===== config.mk =====
export PLATFORM = sky130hd
export DESIGN_NAME = instruction_fetch
export DESIGN_NICKNAME = d
export VERILOG_FILES = /design/src/rtl/cpudefs_pkg.sv /design/src/rtl/instruction_fetch.sv
export SDC_FILE = /design/constraint.sdc
export NUM_CORES = 1
export LEC_CHECK = 0
export CORE_MARGIN = 3
export CORE_UTILIZATION = 48
export CTS_BUF_LIST = sky130_fd_sc_hd__clkbuf_8
export CTS_CLUSTER_SIZE = 14
export DETAILED_ROUTE_END_ITERATION = 10
export GPL_TIMING_DRIVEN = 0
export PLACE_DENSITY_LB_ADDON = 0.3
export SLEW_MARGIN = 20
export SYNTH_ARGS = -nofsm -noshare
export SYNTH_HDL_FRONTEND = slang
export SYNTH_SLANG_ARGS = --single-unit

===== constraint.sdc =====
create_clock -name i_Clock -period 2.8 [get_ports i_Clock]
set_input_delay 0.56 -clock i_Clock [delete_from_list [all_inputs] [get_ports i_Clock]]
set_output_delay 0.56 -clock i_Clock [all_outputs]
set_load 0.005 [all_outputs]

===== src/rtl/cpudefs_pkg.sv =====
// ---------------------------------------------------------------------------
// cpudefs -- shared definitions for the CPU front end.
//
// Purpose:
//   Holds the fetch state machine encoding, the instruction width and the
//   default reset vector so the fetch stage and anything that talks to it
//   agree on the same numbers.
//
// Contents:
//   INSTR_WIDTH          width of an instruction word / address in bits
//   DEFAULT_RESET_VECTOR PC loaded on reset unless the parent overrides it
//   fetch_state_t        states of the instruction fetch controller
//   isWordAligned()      true when an address sits on a 4-byte boundary
// ---------------------------------------------------------------------------
package cpudefs;

  localparam int unsigned INSTR_WIDTH = 32;

  localparam logic [INSTR_WIDTH-1:0] DEFAULT_RESET_VECTOR = 32'h0000_0000;

  // S_REQUEST : drive a single read request for the current PC
  // S_WAIT    : request outstanding, waiting for the memory response
  // S_HOLD    : fetched word presented to decode until it is accepted
  // S_DRAIN   : redirected while a response was still owed; swallow it
  // S_FAULT   : misaligned redirect target, fetch parked until redirected
  typedef enum logic [2:0] {
    S_REQUEST = 3'd0,
    S_WAIT    = 3'd1,
    S_HOLD    = 3'd2,
    S_DRAIN   = 3'd3,
    S_FAULT   = 3'd4
  } fetch_state_t;

  function automatic logic isWordAligned(input logic [INSTR_WIDTH-1:0] addr);
    return (addr[1:0] == 2'b00);
  endfunction

endpackage


===== src/rtl/instruction_fetch.sv =====
// ---------------------------------------------------------------------------
// instruction_fetch -- single-issue instruction fetch stage.
//
// Purpose:
//   Walks the PC through instruction memory one word at a time, keeping at
//   most one read in flight, and hands each fetched word to decode with a
//   valid/ready handshake. Redirects (branch, jump, trap) override
//   everything; a misaligned redirect target parks the stage in a fault
//   state until another redirect or reset arrives.
//
// Ports:
//   i_Clock            single clock, all state changes on its rising edge
//   i_Reset            synchronous active-high reset
//   i_Redirect         change the PC to i_RedirectTarget this cycle
//   i_RedirectTarget   new PC for a redirect
//   i_Ready            decode accepts the presented word this cycle
//   o_Valid            o_InstructionWord / o_PC hold a fetched instruction
//   o_InstructionWord  fetched instruction word
//   o_PC               address of o_InstructionWord, or the faulting target
//   o_MisalignedFetch  redirect target was not 4-byte aligned
//   o_MemReadEnable    one-cycle read request to instruction memory
//   o_MemAddress       read request address (the PC)
//   i_MemReadValid     memory response strobe
//   i_MemReadData      memory response word
// ---------------------------------------------------------------------------
module instruction_fetch
  import cpudefs::*;
#(
  parameter logic [INSTR_WIDTH-1:0] RESET_VECTOR = DEFAULT_RESET_VECTOR
) (
  input  logic                   i_Clock,
  input  logic                   i_Reset,
  input  logic                   i_Redirect,
  input  logic [INSTR_WIDTH-1:0] i_RedirectTarget,
  input  logic                   i_Ready,
  output logic                   o_Valid,
  output logic [INSTR_WIDTH-1:0] o_InstructionWord,
  output logic [INSTR_WIDTH-1:0] o_PC,
  output logic                   o_MisalignedFetch,
  output logic                   o_MemReadEnable,
  output logic [INSTR_WIDTH-1:0] o_MemAddress,
  input  logic                   i_MemReadValid,
  input  logic [INSTR_WIDTH-1:0] i_MemReadData
);

  fetch_state_t           state_q, state_d;
  logic [INSTR_WIDTH-1:0] pc_q, pc_d;
  logic                   pending_q, pending_d;
  logic [INSTR_WIDTH-1:0] word_q, word_d;
  logic [INSTR_WIDTH-1:0] outPc_q, outPc_d;
  logic                   memReq;
  logic                   respStrobe;

  // A response only means something if we are actually owed one; anything
  // that shows up with nothing pending is dropped on the floor here.
  assign respStrobe = i_MemReadValid && pending_q;

  // State register plus the PC, pending flag and the output holding
  // registers. Reset returns everything to a clean "about to fetch the
  // reset vector" condition; memory shares the same reset, so there is no
  // stale response to worry about afterwards.
  always_ff @(posedge i_Clock) begin
    if (i_Reset) begin
      state_q   <= S_REQUEST;
      pc_q      <= RESET_VECTOR;
      pending_q <= 1'b0;
      word_q    <= '0;
      outPc_q   <= '0;
    end else begin
      state_q   <= state_d;
      pc_q      <= pc_d;
      pending_q <= pending_d;
      word_q    <= word_d;
      outPc_q   <= outPc_d;
    end
  end

  // Next-state logic. A redirect wins in every state: any response that
  // lands in the same cycle is treated as consumed-and-discarded, and if a
  // response is still owed afterwards we detour through S_DRAIN so the
  // stale word can never be mistaken for the new target's instruction.
  // A redirect in S_REQUEST suppresses that cycle's read so nothing is
  // left in flight for the old PC. A redirect in S_HOLD counts the held
  // word as consumed but the PC takes the target instead of PC+4.
  always_comb begin
    state_d   = state_q;
    pc_d      = pc_q;
    pending_d = pending_q;
    word_d    = word_q;
    outPc_d   = outPc_q;
    memReq    = 1'b0;

    if (i_Redirect) begin
      if (respStrobe) begin
        pending_d = 1'b0;
      end
      if (isWordAligned(i_RedirectTarget)) begin
        pc_d    = i_RedirectTarget;
        state_d = pending_d ? S_DRAIN : S_REQUEST;
      end else begin
        outPc_d = i_RedirectTarget;
        state_d = S_FAULT;
      end
    end else begin
      case (state_q)
        S_REQUEST: begin
          memReq    = 1'b1;
          pending_d = 1'b1;
          state_d   = S_WAIT;
        end
        S_WAIT: begin
          if (respStrobe) begin
            word_d    = i_MemReadData;
            outPc_d   = pc_q;
            pending_d = 1'b0;
            state_d   = S_HOLD;
          end
        end
        S_HOLD: begin
          if (i_Ready) begin
            pc_d    = pc_q + 32'd4;
            state_d = S_REQUEST;
          end
        end
        S_DRAIN: begin
          if (respStrobe) begin
            pending_d = 1'b0;
            state_d   = S_REQUEST;
          end
        end
        S_FAULT: begin
          if (respStrobe) begin
            pending_d = 1'b0;
          end
        end
        default: begin
          state_d = S_REQUEST;
        end
      endcase
    end
  end

  // Outputs are forced low for the whole time reset is held, not just
  // from the edge after it is first sampled, so downstream never sees a
  // bogus request or instruction while the core is being reset.
  assign o_Valid           = !i_Reset && (state_q == S_HOLD);
  assign o_MisalignedFetch = !i_Reset && (state_q == S_FAULT);
  assign o_MemReadEnable   = !i_Reset && memReq;
  assign o_MemAddress      = pc_q;
  assign o_InstructionWord = i_Reset ? '0 : word_q;
  assign o_PC              = i_Reset ? '0 : outPc_q;

endmodule


---- Word-level counts from Yosys, hierarchy flattened ----
Index checks and enable logic that the tools add are counted.
storage, ports and cells
  flip-flop bits (word level) ............. 100
  latch bits .............................. 0
  memory bits (writable) .................. 0
  ROM bits ................................ 0
  input port bits ......................... 69
  output and inout bits ................... 99
  logic and storage cells ................. 57
  memories kept ........................... 0
operators by class
  add/subtract/negate cells ............... 1
  multipliers ............................. 0
  div/mod/pow operators ................... 0
  order comparisons ....................... 0
  eq/ne operators ......................... 10
  shifts and indexed selects .............. 0
  mux-type cells .......................... 23
  bitwise logic cells ..................... 1
  reductions and logical operators ........ 17
operator list
  cell                   count
  $mux 32                10
  $add 32x3->32 const B  1
  $mux 3                 5
  $pmux 3 s5             1
  $ne 3x3->1 const B     3
  $reduce_and 3->1       3
  $reduce_bool 2->1      4
  $eq 3x2->1 const B     2
  $mux 1                 5
  $logic_and 1x1->1      4
  $ne 2x2->1 const B     2
  $reduce_and 4->1       1
  $eq 3x1->1 const B     1
  $eq 3x3->1 const B     1
  $logic_not 3->1        1
  $reduce_bool 3->1      1
  $reduce_or 3->1        1
  $logic_not 2->1        1
  $mux 2                 1
  $ne 2x1->1 const B     1
  $pmux 1 s2             1
  $logic_not 1->1        1
  $not 1->1              1

---- Depth between registers and ports, before layout ----
Gate-level depths: netlist (run 1).
  word-level depth ........................ 6
  mapped depth ............................ 8
  mapped depth without buffers ............ 6

---- Least setup slack after synthesis (run 1) ----
Ideal clock, no wire load.
  path type ............................... flip-flop to flip-flop
  start ................................... register pc_q[10] (netlist: o_MemAddress[10])
  end ..................................... register pc_q[31] (netlist: o_MemAddress[31])
  setup time .............................. 115 ps
  arrival ................................. 1994 ps
  required time ........................... 2685 ps
  setup slack ............................. 691 ps
  stages on the path, launching flop included .. 6
  buffers on the path ..................... 0
  clock period less this slack ............ 2109 ps
  path through ............................ dfxtp_1 > nand4_2 > or2_1 > or4_4 > or4_1 > and3_1
between the ends
  word-level cells in the longest chain between the ends .. 4
RTL lines
  what                    RTL line                  RTL
  start, declared         instruction_fetch.sv:47   logic [INSTR_WIDTH-1:0] pc_q, pc_d;
  start signal, assigned  instruction_fetch.sv:71   pc_q <= pc_d;
  $add 32x3->32           instruction_fetch.sv:121  pc_d = pc_q + 32'd4;
  $mux 32                 instruction_fetch.sv:120  if (i_Ready) begin
  $mux 32                 instruction_fetch.sv:105  case (state_q)
  $mux 32                 instruction_fetch.sv:93   if (i_Redirect) begin
No other way between the ends. The select of a mux whose other input is x is not followed.
A chain may end at the register's enable or synchronous reset.

---- Final worst setup path (run 1) ----
  start ................................... input i_Redirect
  end ..................................... output o_MemReadEnable
between the ends
  word-level cells in the longest chain between the ends .. 2
RTL lines
  what               RTL line                  RTL
  start, declared    instruction_fetch.sv:33   input logic i_Redirect,
  $mux 1             instruction_fetch.sv:93
  $logic_and 1x1->1  instruction_fetch.sv:148  assign o_MemReadEnable = !i_Reset && memReq;
  end, declared      instruction_fetch.sv:40   output logic o_MemReadEnable,
No other way between the ends.

==> flow_summary_export.csv, run 1 <==
group,metric,value,unit
logic_synthesis,muxShareOfSynthArea,0.04909,
clock_tree,cts_setup_buffers,0,
sta,setup_slack,0.07066,ns
global_routing,grt_pass1_vias,5497,
sta,maxSlewViolCount,0,
logic_synthesis,syn-instance-count,663,
logic_synthesis,yosys.area.top_type,"dfxtp_1",
detailed_routing,dr.pass1.iters,5,
setup_path,critPathCaptureType,"output pin",
setup_path,critPathLaunchType,"input pin",
setup_path,worst_ep_required_time,2.24,ns
global_routing,track_usage,0.2954,
placement,gp_congestion,0.9660,
sta,hold_viol_final,0,
finish,layout_common_cells,"165 x clkdlybuf4s50_1, 100 x dfxtp_1, 98 x nand2_1",
placement,dp_slack,-0.3992,ns
logic_synthesis,synthAdderAreaFrac,0.002455,
logic_synthesis,synth_edf_count,0,
detailed_routing,antenna_left,0,
clock_tree,clock_sinks,100,
finish,final_area,0.007128,mm^2
setup_path,reg2reg_to,"o_MemAddress[25]$_SDFFE_PP0P_",
finish,n_antenna_cell,0,
detailed_routing,vias_per_cell,5.815,
sta,finalCritPeriodShare,0.9748,
logic_synthesis,synthXorXnorAreaFrac,0,
worst_hold_path,hold_path_depth,2,
logic_synthesis,yosys-top-cells-area,"dfxtp_1 39%, nor2b_1 8.5%, nand2_1 7.2%, a21oi_1 6.2%, mux2i_1 4.9%",
die,die_y,109.1,um
sta,period_minus_slack,2.729,ns
global_routing,gr-total-overflow,0,
placement,dpl_cell_area,0.006932,mm^2
setup_path,rr_startpoint,"o_MemAddress[4]$_SDFFE_PP0P_",
setup_path,cp_max_fo,5,
sta,rsz0062_at_grt,"no",
logic_synthesis,synthArstFlopShare,0,
detailed_routing,vias,5675,
worst_hold_path,min_from,"word_q[4]$_SDFFE_PP0P_",
setup_path,r2r_setup_slack,0.23,ns
outcome,outcome,"completed",
logic_synthesis,ys_seq_area_frac,0.3927,
logic_synthesis,synth.top_cell.area_share,0.3927,
power,irDropWorstVdd,0.2879,mV
logic_synthesis,postSynthAreaPerCell,7.688,um^2
detailed_routing,wl_per_cell,18.10,um
finish,seqCellArea,0.002002,mm^2
clock_tree,cts.htree.levels,3,
finish,final_util,0.7096,
die,rows,36,
clock_tree,hold_buffers,0,
clock_tree,root_buffer,"clkbuf_8",
setup_path,crit_type,"in -> out",
placement,numPortBuffers,166,
sta,setup_violations,0,
power,power_leakage,0.002471,uW
finish,n_fill_cell,848,
sta,slew_headroom,0.3666,
finish,area_growth,39.84,%
setup_path,reg2regPathDepth,6,
die,dieWidth,109.1,um
logic_synthesis,yosys.area_share.simple,0.3046,
setup_path,crit_start,"i_Redirect",
die,die-area,0.01189,mm^2
logic_synthesis,synth_cell_types,51,
die,core_area,0.01004,mm^2
logic_synthesis,synth_seq_cells,100,
global_routing,grt_pass1_wl,27590,um
die,initial_core_util,0.5075,
worst_hold_path,whs_endpoint,"word_q[4]$_SDFFE_PP0P_",
finish,multi_input_area,0.002892,mm^2
power,p_per_area,415.3,mW/mm^2
logic_synthesis,yosysWarnings,0,
placement,dp_hpwl,13270,um
flow_run,maxCapViolCount,0,
clock_tree,path_clk_slew,0.10,ns
sta,max_freq,0.3664,GHz
clock_tree,clkLatencyLatePin,0.36,ns
clock_tree,cts_made_buffers,9,
detailed_routing,drc,0,
logic_synthesis,synth.net_count,733,
worst_hold_path,min_path_type,"reg -> reg",
die,ios,168,
sta,worst-slew-pin-transition,0.9501,ns
detailed_routing,drt-total-wl,17670,um
finish,final_common_cell,"clkdlybuf4s50_1",
finish,layout-drive-gt1-share,0.04033,
sta,setup-tns-final,0,ns
logic_synthesis,synth_top_family_by_area,"simple AND/OR/NAND/NOR gates",
global_routing,grt_start_max_net_pins,17,
logic_synthesis,netlist_area,0.005097,mm^2
clock_tree,cts_tree,"done",
logic_synthesis,synth_ff_type,"dfxtp_1",
finish,finalNetCount,909,
clock_tree,cts_max_path_buffers,2,
detailed_routing,drt_iter0_markers,345,
global_routing,antenna_found_initial,0,
setup_path,crit_arrival,2.17,ns
sta,skew,0.009652,ns
logic_synthesis,synth_compound_area_frac,0.2089,
## synth_stat cells (all sizes together), types with 8 or more instances
master / instances
nor2: 65
mux2i: 25
nor3: 10
a21oi: 63
dfxtp: 100
a311oi: 10
o21ai: 25
clkbuf: 45
a211oi: 25
and3: 10
nand4: 10
nand3: 14
nor2b: 69
buf: 8
a22oi: 10
nand2: 98
## routing by layer
metal	vias to the layer above	part of all wire	GRT usage
met2	310	0.47	0.5039
met3	46	0.11	0.07164
met5	-	0	0
met1	2629	0.40	0.3579
li1	2690	-	-
met4	0	0.026	0.1136
## worst max-delay path, cell delays in order
cell and delay, ns:
dlygate4sd2_1 0.29, or2_2 0.32, or3_4 0.36, nor2_1 0.10, clkdlybuf4s50_1 0.53
## report_power, final
group / switching (uW) / total (uW) / internal [uW] / leakage [uW]
sequential: 62.7 / 1550 / 1490 / 0.000816
combinational: 258 / 532 / 274 / 0.00156
clock: 506 / 880 / 374 / 0.0000920
## sequential cells by signal, summed over array words and instances, names as in the netlist
name          cells
outPc_q          32
pending_q         1
word_q           32
state_q           3
o_MemAddress     32
## logic make-up (layout without fill, tap and decap cells)
family / Yosys count / after routing
multiplexers: 25 / 25
AND/OR/NAND/NOR: 312 / 312
AO/OA/AOI/OAI: 168 / 168
flip-flops: 100 / 100
adder cells (fa/ha/maj): 1 / 1
buffers and inverters: 57 / 237
## how the worst max path moves through the flow
stage,to,slack [ns],cells past startpoint
2_1_floorplan,o_MemAddress[31]$_SDFFE_PP0P_,0.69,5
3_3_place_gp,o_MemAddress[6]$_SDFFE_PP0P_,-0.31,8
3_5_place_dp,outPc_q[11]$_SDFFE_PP0P_,-0.40,7
4_1_cts,o_MemReadEnable,0.04,5
5_1_grt,o_MemAddress[25]$_SDFFE_PP0P_,0.03,6
6_report,o_MemReadEnable,0.07,5
## metrics by stage
| stage | hold WS, ns | total power (uW) | instances |
|---|---|---|---|
| 2_1_floorplan | 0.4318 | 1811 | 663 |
| 3_3_place_gp | 0.4384 | 2086 | 962 |
| 3_5_place_dp | 0.4436 | 2104 | 962 |
| 4_1_cts | 0.4577 | 2955 | 976 |
| 5_1_grt | 0.4684 | 3066 | 976 |
| 6_report | 0.4556 | 2960 | 976 |
## layout make-up
cell class              instances  share of cell area
multi-input cells             506              0.4057
flip-flops and latches        100              0.2808
repair buffers                166              0.2329
plain buffers                  52             0.02914
well taps                     133             0.02335
clock buffers                  11             0.02124
clock inverters                 4            0.004739
inverters                       4            0.002106
## what timing repair did
action,CTS,global route
pin swaps,0,0
setup endpoints to repair,22,18
cloned,0,0
resized for setup,6,9
No activity file was read; power rests on OpenSTA's default activity.
==> inputs of run 2 (changes only) <==
ABC_CLOCK_PERIOD_IN_PS = 2800   (was not set)
GPL_ROUTABILITY_DRIVEN = 0   (was not set)
==> flow_summary_export.csv, run 2 (synthesized netlist as in run 1, its figures left out) <==
group,metric,value,unit
global_routing,antenna_found_initial,0,
clock_tree,cts.htree.levels,3,
finish,layout-drive-gt1-share,0.03919,
detailed_routing,antenna_left,0,
setup_path,reg2reg_to,"o_MemAddress[31]$_SDFFE_PP0P_",
clock_tree,clock_sinks,100,
global_routing,busiest_layer,"met2",
sta,worst-slew-pin-transition,0.9477,ns
global_routing,track_usage,0.2962,
die,dieWidth,109.1,um
clock_tree,cts_max_path_buffers,2,
setup_path,critPathLaunchType,"input pin",
flow_run,maxCapViolCount,0,
clock_tree,path_clk_slew,0.09,ns
global_routing,grt_start_max_net_pins,16,
outcome,outcome,"completed",
detailed_routing,dr.pass1.iters,6,
sta,setup_violations,0,
placement,numPortBuffers,166,
power,p_clk_frac,0.304,
finish,multi_input_area,0.002892,mm^2
sta,skew,0.01318,ns
worst_hold_path,hold_path_depth,2,
worst_hold_path,min_from,"word_q[30]$_SDFFE_PP0P_",
power,p_sw_frac,0.2779,
die,ios,168,
detailed_routing,drc,0,
finish,layout_common_cells,"164 x clkdlybuf4s50_1, 100 x dfxtp_1, 98 x nand2_1",
finish,n_antenna_cell,0,
sta,setup-tns-final,0,ns
power,p_seq_frac,0.518,
placement,dp_hpwl,13050,um
detailed_routing,vias_per_cell,5.964,
placement,placed_cells,962,
setup_path,rr_startpoint,"o_MemAddress[10]$_SDFFE_PP0P_",
global_routing,grt_use_met2,0.4974,
detailed_routing,drt_iter0_markers,462,
power,irDropWorstVdd,0.3472,mV
finish,seqCellArea,0.002002,mm^2
sta,max_freq,0.3833,GHz
setup_path,critPathCaptureType,"register",
finish,final_common_cell,"clkdlybuf4s50_1",
setup_path,endpoint,"o_MemAddress[23]$_SDFFE_PP0P_",
finish,finalNetCount,909,
global_routing,grtUsageMet1,0.3569,
clock_tree,hold_buffers,0,
placement,dpl_cell_area,0.006925,mm^2
global_routing,grt_pass1_vias,5751,
setup_path,cp_max_fo,10,
global_routing,grt_pass1_wl,27890,um
clock_tree,root_buffer,"clkbuf_8",
clock_tree,cts_made_buffers,9,
worst_hold_path,min_path_type,"reg -> reg",
sta,period_minus_slack,2.609,ns
clock_tree,clkLatencyLatePin,0.37,ns
sta,slew_headroom,0.3593,
sta,finalCritPeriodShare,0.9318,
finish,final_area,0.007127,mm^2
setup_path,crit_type,"in -> reg",
die,rows,36,
setup_path,worst_ep_required_time,3.05,ns
global_routing,met3_usage,0.06809,
detailed_routing,drt-total-wl,17630,um
power,power_leakage,0.002483,uW
detailed_routing,wl_per_cell,18.08,um
detailed_routing,vias,5815,
setup_path,reg2regPathDepth,5,
setup_path,crit_arrival,2.85,ns
die,core_area,0.01004,mm^2
power,p_sw,831.4,uW
clock_tree,cts_tree,"done",
power,intPower,2160,uW
power,p_per_area,419.7,mW/mm^2
die,die-area,0.01189,mm^2
die,initial_core_util,0.5075,
global_routing,gr-total-overflow,0,
sta,hold_viol_final,0,
power,combPwrFrac,0.178,
sta,setup_slack,0.1910,ns
die,die_y,109.1,um
sta,maxSlewViolCount,0,
finish,area_growth,39.81,%
sta,rsz0062_at_grt,"no",
finish,stdcell_count,975,
finish,n_fill_cell,817,
placement,dp_slack,-0.3258,ns
setup_path,r2r_setup_slack,0.39,ns
setup_path,crit_start,"i_RedirectTarget[1]",
[run 2: changes by cell type in the layout (fill, tap and decap cells not counted), sizes merged]
cell           change
dlymetal6s2s       +1
clkinvlp           +2
clkinv             -2
clkbuf             -2
clkdlybuf4s50      -1
bufinv             +1
[run 2: worst max-delay path: stages]
cell,delay [ns]
clkdlybuf4s50_1,0.53
or3b_2,0.13
clkbuf_1,0.34
o21a_1,0.32
clkbuf_1,0.52
nor4_1,0.12
mux2i_1,0.20
o21ai_0,0.12
[run 2: metal layers]
layer,vias up,part of all wire
li1,2686,-
met1,2654,0.37
met2,397,0.47
met3,78,0.12
met4,0,0.040
met5,-,0
[run 2: what timing repair did]
action                                  CTS  global route
endpoints found under the setup margin   17            22
pin swaps                                 0             0
gates resized for setup                   6            12
buffers inserted                          0             0
[run 2: layout make-up]
type,instances,share of cell area
Tap cell,133,0.02335
Clock buffer,9,0.01738
Buffer,52,0.02932
Timing Repair Buffer,166,0.2333
Sequential cell,100,0.2809
Inverter,4,0.002107
Multi-Input combinational cell,506,0.4057
Clock inverter,5,0.007900
[run 2: through the flow]
step / hold WS [ns] / total power [uW] / utilization
CTS: 0.4549 / 2971 / 0.7079
global placement: 0.4384 / 2082 / 0.6895
global route: 0.4724 / 3095 / 0.7095
floorplan: 0.4318 / 1811 / -
finish: 0.4537 / 2991 / 0.7095
detailed placement: 0.4417 / 2101 / 0.6895
[run 2: worst min-delay path by stage]
stage	endpoint	slack (ns)
after global placement	word_q[23]$_SDFFE_PP0P_	0.44
final	word_q[30]$_SDFFE_PP0P_	0.45
after detailed placement	word_q[30]$_SDFFE_PP0P_	0.44
after global routing	word_q[4]$_SDFFE_PP0P_	0.47
after floorplan	word_q[0]$_SDFFE_PP0P_	0.43
after CTS	word_q[30]$_SDFFE_PP0P_	0.45
[run 2: power groups by stage]
stage	Combinational (uW)	Clock, uW	Sequential [uW]
2_1_floorplan	250	0	1560
3_3_place_gp	511	0	1570
3_5_place_dp	525	0	1580
4_1_cts	528	900	1540
5_1_grt	575	961	1560
6_report	533	909	1550
==> inputs of run 3 (changes only) <==
ABC_CLOCK_PERIOD_IN_PS = 3000   (was 2800)
CTS_CLUSTER_SIZE = 30   (was 14)
clock period = 3 ns   (was 2.8 ns; I/O delays follow)
==> flow_summary_export.csv, run 3 (synthesized netlist as in run 1, its figures left out) <==
group,metric,value,unit
global_routing,gr-total-overflow,0,
flow_run,maxCapViolCount,0,
finish,final_common_cell,"clkdlybuf4s50_1",
finish,finalNetCount,910,
finish,area_growth,39.64,%
clock_tree,cts.htree.levels,3,
global_routing,grt_start_max_net_pins,16,
die,initial_core_util,0.5075,
detailed_routing,antenna_left,0,
power,power_leakage,0.002454,uW
clock_tree,path_clk_slew,0.09,ns
setup_path,cp_max_fo,5,
sta,max_freq,0.3544,GHz
setup_path,crit_arrival,2.22,ns
finish,n_fill_cell,816,
die,ios,168,
finish,layout-drive-gt1-share,0.03321,
die,rows,36,
finish,final_area,0.007118,mm^2
setup_path,worst_ep_required_time,2.40,ns
clock_tree,cts_max_path_buffers,2,
power,total_power,2787,uW
detailed_routing,drt_iter0_markers,477,
sta,setup_violations,0,
detailed_routing,wl_met2,8451,um
setup_path,critPathCaptureType,"output pin",
detailed_routing,met1Wirelength,6571,um
outcome,outcome,"completed",
sta,slew_headroom,0.3523,
finish,n_antenna_cell,0,
power,irDropWorstVdd,0.3206,mV
sta,skew,0.01590,ns
setup_path,reg2regPathDepth,7,
detailed_routing,wl_per_cell,18.09,um
detailed_routing,vias,5796,
die,dieWidth,109.1,um
detailed_routing,vias_per_cell,5.939,
global_routing,antenna_found_initial,0,
sta,setup-tns-final,0,ns
die,die_y,109.1,um
placement,dpl_cell_area,0.006925,mm^2
clock_tree,cts_made_buffers,9,
die,core_area,0.01004,mm^2
clock_tree,cts_tree,"done",
sta,period_minus_slack,2.822,ns
clock_tree,clock_sinks,100,
clock_tree,hold_buffers,0,
detailed_routing,drt-total-wl,17660,um
sta,hold_viol_final,0,
die,die-area,0.01189,mm^2
global_routing,grt_pass1_wl,27890,um
clock_tree,clkLatencyLatePin,0.37,ns
global_routing,grt_pass1_vias,5751,
setup_path,crit_type,"in -> out",
clock_tree,root_buffer,"clkbuf_8",
power,p_per_area,391.5,mW/mm^2
finish,layout_common_cells,"165 x clkdlybuf4s50_1, 100 x dfxtp_1, 98 x nand2_1",
global_routing,track_usage,0.2962,
detailed_routing,routed-wl-met3,2030,um
placement,numPortBuffers,166,
sta,rsz0062_at_grt,"no",
setup_path,critPathLaunchType,"input pin",
placement,dp_hpwl,13050,um
detailed_routing,drc,0,
worst_hold_path,min_path_type,"reg -> reg",
detailed_routing,highest_layer,"met4",
placement,placed_cells,962,
worst_hold_path,hold_path_depth,2,
sta,worst-slew-pin-transition,0.9581,ns
sta,finalCritPeriodShare,0.9407,
finish,stdcell_count,976,
sta,maxSlewViolCount,0,
detailed_routing,dr.pass1.iters,8,
sta,finalHoldWorstSlack,0.4541,ns
-- run 3: report_power, final --
group	switching (uW)	internal, uW
Sequential	56.3	1390
Combinational	245	255
Clock	470	374
Total	772	2010
-- run 3: critical path, cell delays in order --
cell and delay, ns:
dlygate4sd2_1 0.29, or2_2 0.32, or3_1 0.36, nor2_1 0.11, clkdlybuf4s50_1 0.53
-- run 3: cell type report --
type / instances / area, um^2 / area share
Multi-Input combinational cell: 506 / 2887 / 0.4055
Timing Repair Buffer: 166 / 1660 / 0.2333
Clock buffer: 9 / 123.9 / 0.01740
Sequential cell: 100 / 2002 / 0.2812
Inverter: 4 / 15.01 / 0.002109
Clock inverter: 5 / 56.30 / 0.007910
Buffer: 53 / 207.7 / 0.02918
Tap cell: 133 / 166.4 / 0.02338
-- run 3: repair_timing --
| action | in CTS | in global routing |
|---|---|---|
| resized for setup | 4 | 6 |
| setup endpoints to repair | 7 | 13 |
| setup buffers | 0 | 0 |
-- run 3: per-stage QoR --
| step | utilization | setup slack [ns] |
|---|---|---|
| 2_1_floorplan | - | 0.8872 |
| 3_3_place_gp | 0.6895 | -0.1378 |
| 3_5_place_dp | 0.6895 | -0.1658 |
| 4_1_cts | 0.7076 | 0.03459 |
| 5_1_grt | 0.7086 | 0.02428 |
| 6_report | 0.7086 | 0.1780 |
-- run 3: final timing paths --
path                      startpoint                      end  slack (ns)
max reg2reg  state_q[0]$_SDFFE_PP0P_  outPc_q[4]$_SDFFE_PP0P_        0.43
max                       i_Redirect          o_MemReadEnable        0.18
min reg2reg  word_q[30]$_SDFFE_PP0P_  word_q[30]$_SDFFE_PP0P_        0.45
min          word_q[30]$_SDFFE_PP0P_  word_q[30]$_SDFFE_PP0P_        0.45
-- run 3: routing by layer --
layer,track usage,vias to the layer above
met4,0.1407,0
met3,0.06809,63
li1,-,2682
met1,0.3569,2656
met2,0.4974,395
met5,0,-
